--- src/rtl/pc_sequencer.sv ---
// Program-counter sequencer: picks the next-PC source, drives pipeline bubble/flush
// controls and the imem fetch handshake. Optional macro DELAY_SLOT_EN keeps branch/jump delay slots.
module pc_sequencer (
  input  logic       clk,
  input  logic       rst_n,
  input  logic       i_branch_taken,
  input  logic       i_jump,
  input  logic       i_jump_reg,
  input  logic       i_stall,
  input  logic       i_imem_ready,
  output logic       o_imem_req,
  output logic [1:0] o_pc_sel,
  output logic       o_pc_we,
  output logic       o_ifid_we,
  output logic       o_flush_ifid,
  output logic       o_flush_idex
);

  localparam int unsigned PC_SEL_W = 2;

  localparam logic [PC_SEL_W-1:0] SEL_SEQ = 2'b00;
  localparam logic [PC_SEL_W-1:0] SEL_BR  = 2'b01;
  localparam logic [PC_SEL_W-1:0] SEL_JMP = 2'b10;
  localparam logic [PC_SEL_W-1:0] SEL_JR  = 2'b11;

`ifdef DELAY_SLOT_EN
  localparam logic BR_FLUSH_IDEX  = 1'b0;
  localparam logic JMP_FLUSH_IFID = 1'b0;
`else
  localparam logic BR_FLUSH_IDEX  = 1'b1;
  localparam logic JMP_FLUSH_IFID = 1'b1;
`endif

  typedef enum logic [1:0] {
    ST_BOOT  = 2'd0,
    ST_FETCH = 2'd1,
    ST_ABORT = 2'd2
  } state_t;

  state_t r_state;
  state_t w_state_nxt;

  logic w_jump_any;
  logic w_hold;

  // A jump that cannot fetch its target yet behaves like a load-use stall.
  assign w_jump_any = i_jump | i_jump_reg;
  assign w_hold     = i_stall | (w_jump_any & ~i_imem_ready);

  // State register
  always_ff @(posedge clk or negedge rst_n) begin
    if (!rst_n) begin
      r_state <= ST_BOOT;
    end else begin
      r_state <= w_state_nxt;
    end
  end

  // Next-state logic: only a taken branch over a pending fetch needs an abort cycle.
  always_comb begin
    w_state_nxt = r_state;
    case (r_state)
      ST_BOOT:  w_state_nxt = ST_FETCH;
      ST_FETCH: begin
        if (i_branch_taken && !i_imem_ready) begin
          w_state_nxt = ST_ABORT;
        end else begin
          w_state_nxt = ST_FETCH;
        end
      end
      ST_ABORT: w_state_nxt = ST_FETCH;
      default:  w_state_nxt = ST_BOOT;
    endcase
  end

  // Mealy output decode, priority ladder in FETCH
  always_comb begin
    o_imem_req   = 1'b0;
    o_pc_sel     = SEL_SEQ;
    o_pc_we      = 1'b0;
    o_ifid_we    = 1'b0;
    o_flush_ifid = 1'b0;
    o_flush_idex = 1'b0;
    case (r_state)
      ST_BOOT: begin
        o_ifid_we    = 1'b1;
        o_flush_ifid = 1'b1;
        o_flush_idex = 1'b1;
      end
      ST_FETCH: begin
        o_imem_req = 1'b1;
        if (i_branch_taken) begin
          o_pc_sel     = SEL_BR;
          o_pc_we      = 1'b1;
          o_ifid_we    = 1'b1;
          o_flush_ifid = 1'b1;
          o_flush_idex = BR_FLUSH_IDEX;
        end else if (w_hold) begin
          o_flush_idex = 1'b1;
        end else if (w_jump_any) begin
          o_pc_sel     = i_jump_reg ? SEL_JR : SEL_JMP;
          o_pc_we      = 1'b1;
          o_ifid_we    = 1'b1;
          o_flush_ifid = JMP_FLUSH_IFID;
        end else if (!i_imem_ready) begin
          o_ifid_we    = 1'b1;
          o_flush_ifid = 1'b1;
        end else begin
          o_pc_sel  = SEL_SEQ;
          o_pc_we   = 1'b1;
          o_ifid_we = 1'b1;
        end
      end
      ST_ABORT: begin
        o_ifid_we    = 1'b1;
        o_flush_ifid = 1'b1;
      end
      default: begin
        o_ifid_we    = 1'b1;
        o_flush_ifid = 1'b1;
        o_flush_idex = 1'b1;
      end
    endcase
  end

endmodule

--- config.mk ---
export PLATFORM = sky130hd
export DESIGN_NAME = pc_sequencer
export DESIGN_NICKNAME = d
export VERILOG_FILES = /design/src/rtl/pc_sequencer.sv
export SDC_FILE = /design/constraint.sdc
export NUM_CORES = 1
export LEC_CHECK = 0
export BUFFER_PORTS_ARGS = -buffer_cell sky130_fd_sc_hd__buf_4
export CORE_AREA = 2 2 39 41
export DETAILED_ROUTE_END_ITERATION = 16
export DIE_AREA = 0 0 41 43
export SYNTH_ARGS = -nofsm -noshare
export SYNTH_HDL_FRONTEND = slang
export SYNTH_SLANG_ARGS = --single-unit
--- constraint.sdc ---
create_clock -name clk -period 1.6 [get_ports clk]
set_input_delay 0.24 -clock clk [delete_from_list [all_inputs] [get_ports clk]]
set_output_delay 0.24 -clock clk [all_outputs]
set_load 0.01 [all_outputs]
# ---- Word-level counts from Yosys, hierarchy flattened
# Index checks and enable logic that the tools add are counted.
dict set report classes {
  bitwise 4
  n_div 0
  add_sub_neg 0
  n_reduce_logical 4
  n_mul 0
  shifts 0
  order_cmp 0
  muxes 24
  eq_ne 2
}
# cell count
set op_table {}
lappend op_table {{$mux 1} 17}
lappend op_table {{$mux 2} 5}
lappend op_table {{$pmux 2 s2} 1}
lappend op_table {{$eq 2x1->1 const B} 1}
lappend op_table {{$eq 2x2->1 const B} 1}
lappend op_table {{$logic_not 2->1} 1}
lappend op_table {{$or 1x1->1} 2}
lappend op_table {{$pmux 1 s2} 1}
lappend op_table {{$reduce_or 2->1} 1}
lappend op_table {{$and 1x1->1} 1}
lappend op_table {{$logic_and 1x1->1} 1}
lappend op_table {{$logic_not 1->1} 1}
lappend op_table {{$not 1->1} 1}
dict set report totals {
  romBits 0
  out_inout_bits 7
  latch_bits 0
  elab_cells 35
  ramBits 0
  memories 0
  input_bits 7
  regBits 2
}

# ---- Depth between registers and ports, before layout
dict set report logic_depth {
  word_depth 6
  depth_mapped 2
}

# ---- Least setup slack after synthesis
# No wires, ideal clock.
dict set report synth_path {
  path_kind {flip-flop to output port}
  startpoint {register r_state[1]}
  endpoint {output port o_pc_sel[1]}
  t_arrival_ps 1036
  required_time_ps 1360
  path_buffers 0
  stages_incl_launch_ff 3
  setup_slack_ps 324
  cell_sequence {dfrtp_1 nor3b_2 nor4b_1}
}
dict set report synth_between {
  elab_chain_len 2
}
# element line_no
set synth_rtl {}
lappend synth_rtl {{start, declared} 40} ;# state_t r_state;
lappend synth_rtl {{start signal, assigned} 55} ;# r_state <= w_state_nxt;
lappend synth_rtl {{$eq 2x1->1} 84} ;# case (r_state)
lappend synth_rtl {{$mux 2} 84}
lappend synth_rtl {{end, declared} 12} ;# output logic [1:0] o_pc_sel,
# No other way between the ends.

# ---- Final worst setup path
dict set report layout_path {
  startpoint {register r_state[1]}
  endpoint {output port o_flush_idex}
}
dict set report layout_between {
  elab_chain_len 2
  elab_cells_between_ends 3
}
# element line_no
set layout_rtl {}
lappend layout_rtl {{$eq 2x2->1 or $eq 2x1->1 (tied branches)} 84}
lappend layout_rtl {{$pmux 1 s2 *} 84}
lappend layout_rtl {{end, declared} 16} ;# output logic o_flush_idex
# Every way passes the cells marked *; elsewhere a longest branch is shown, timed or not.

==> results.ini <==
[run_status]
status = finished, final reports clean

[cells_and_area]
n_antenna_cell = 0
top_regs = r_state x2
layout.nets = 48
regMostFlops = r_state
largest_register_ffs = 2
post_route_cells_drive_above_1_share_pct = 53.8
instances_no_fill = 55
nFillCells = 157
area_growth_pct = 101

[drt]
postRouteWirelength_um = 517
drt_iter0_markers = 2
wl_per_cell_um = 9.40
routed-via-count = 216
drt_pass1_iterations = 3
vias_per_cell = 3.93
drc = 0
ant_nets = 0

[sta]
period_share_pct = 93.5
rsz0062_at_grt = false
finalHoldViolations = 0
setup_violations = 0
slew-limit-headroom_pct = 87.9
clock_skew_ns = 0.00131
fmax_mhz = 668
worst_pin_slew_ns = 0.181
fin_crit_ns = 1.50
drv_slew = 0
setup_tns_ns = 0

[floorplan]
dieArea_um2 = 1760
initial_utilization_pct = 12.7
io_pins = 14
die_x_um = 41
coreArea_um2 = 1380
row_count = 14
die_h_um = 43

[logic_synthesis]
synthCells = 21
postSynth.asyncResetShare_pct = 100
synthFlopType = dfrtp_1
ys_seq_area_share_pct = 28.4
avgSynthCellArea_um2 = 8.40
synth_commonest_cells = nand2b_1 (3), a21oi_1 (2), dfrtp_1 (2), inv_1 (2), o21ai_0 (2)
synth_edf_count = 0
synth_cell_types = 15
netlist_top_cells_area = dfrtp_1 (28%), nand2b_1 (11%), nor3b_2 (7.1%)
yosysTopAreaCell = dfrtp_1
yosysWarnings = 0
synth_top_area_share_pct = 28.4
synth_area_um2 = 176
syn_nets = 28
synth_most_common_cell = nand2b_1
ys_ff_latch = 2

[clock_network]
clk_pin_slew_worst_paths_ns = 0.03
clock_latency_ns = 0.22
clock_path_buffers = 2
htreeDepth = 1
cts_tree = yes
cts.sinks = 2
root_buffer = clkbuf_4
numCtsBuffers = 3

[worst_setup_path]
reg2reg_slack_ns = 0.66
critical_path_class = reg2out
cp.depth = 3
cp.arrival_ns = 1.26
worstPathCellList = nand2b_4 -> o41a_1 -> buf_4
critPathCaptureType = output port
crit_required_ns = 1.36
worst-path-buf-inv = 1
startpoint_type = flop
path_max_fanout = 4
slowest_delay_ns = 0.42
rr_worst_depth = 3
critPathTopFamily = flip-flops
crit_slowest_cell = dfrtp_1

[place]
finalWeightedCongestion = 0.679
dp_hpwl_um = 414
placed_cells = 50
io_buffer_count = 13

[power_and_ir_drop]
p_leak_nw = 0.154
irDropWorstVdd_uv = 272
p_per_area_nw_per_um2 = 760

[global_route]
track_usage_pct = 7.52
grt_max_degree = 7
antenna_found_initial = 0
grt_pass1_vias = 222
grt_pass1_wl_um = 848
grt_remaining_overflow = 0

[worst_hold_path]
hp-class = in2reg
hold_depth = 2

[job]
maxCapViolCount = 0

metrics by stage:
| step | cell area, µm² | setup slack, ns | hold WS (ns) | power, mW | utilization (%) |
|---|---|---|---|---|---|
| CTS | 334 | 0.0322 | 0.216 | 0.268 | 24.1 |
| global placement | 294 | 0.215 | 0.0233 | 0.144 | 21.2 |
| detailed placement | 294 | 0.203 | 0.0235 | 0.145 | 21.2 |
| finish | 354 | 0.104 | 0.223 | 0.269 | 25.6 |
| global route | 354 | 0.0267 | 0.224 | 0.294 | 25.6 |
| floorplan | 176 | 0.324 | -0.0556 | 0.0972 | - |
kinds of logic after synthesis:
family                 synth area share (%)
buffers and inverters                  4.26
DFF                                    28.4
and+or+nand+nor                        39.7
AOI/OAI and AO/OA                      27.7
area by class of cell:
type / count / area (µm²) / share of cell area [%]
Multi-Input combinational cell: 17 / 139 / 39.2
Clock buffer: 3 / 22.5 / 6.36
Sequential cell: 2 / 50.0 / 14.1
Timing Repair Buffer: 15 / 115 / 32.5
Inverter: 2 / 7.51 / 2.12
Tap cell: 16 / 20.0 / 5.65
report_power, final:
part           internal [mW]  switching (mW)  leakage, nW
Combinational         0.0577          0.0419        0.116
Clock                 0.0825          0.0257       0.0138
Sequential            0.0553         0.00606       0.0237
Total                  0.195          0.0737        0.154
layer usage:
layer,up-vias,track usage (%),part of all wire (%)
met5,-,0,0
met4,0,8.00,0
met3,0,3.14,10
met2,11,8.44,41
met1,91,9.62,49
li1,114,-,-
worst reg2reg max path, cell delays in order (launching register included):
cell and delay, ns:
dfrtp_1 0.42, nand2b_4 0.16, buf_4 0.14, nor3_1 0.14
cells in the final DEF, fill, tap and decap left out, drive strengths merged, types with 2 or more instances in the layout:
master / netlist / layout
buf: 0 / 14
clkbuf: 0 / 3
nand2b: 3 / 3
inv: 2 / 2
a21oi: 2 / 2
o21ai: 2 / 2
dfrtp: 2 / 2
worst paths after layout:
kind | from | to
max reg2reg | r_state[1]$_DFF_PN0_ | r_state[1]$_DFF_PN0_
max | r_state[1]$_DFF_PN0_ | o_flush_idex
min in group asynchronous | rst_n | r_state[1]$_DFF_PN0_
min reg2reg | r_state[0]$_DFF_PN0_ | r_state[0]$_DFF_PN0_
max in group asynchronous | rst_n | r_state[0]$_DFF_PN0_
min | i_imem_ready | r_state[1]$_DFF_PN0_
what timing repair did:
action,CTS,global route
endpoints found under the hold margin,2,0
hold buffers,1,0
endpoints found under the setup margin,1,2
gates resized for setup,1,2
pin swaps,0,1
buffers inserted,0,1
cloned,0,0
Note: power is estimated with default switching activity, not from simulation.
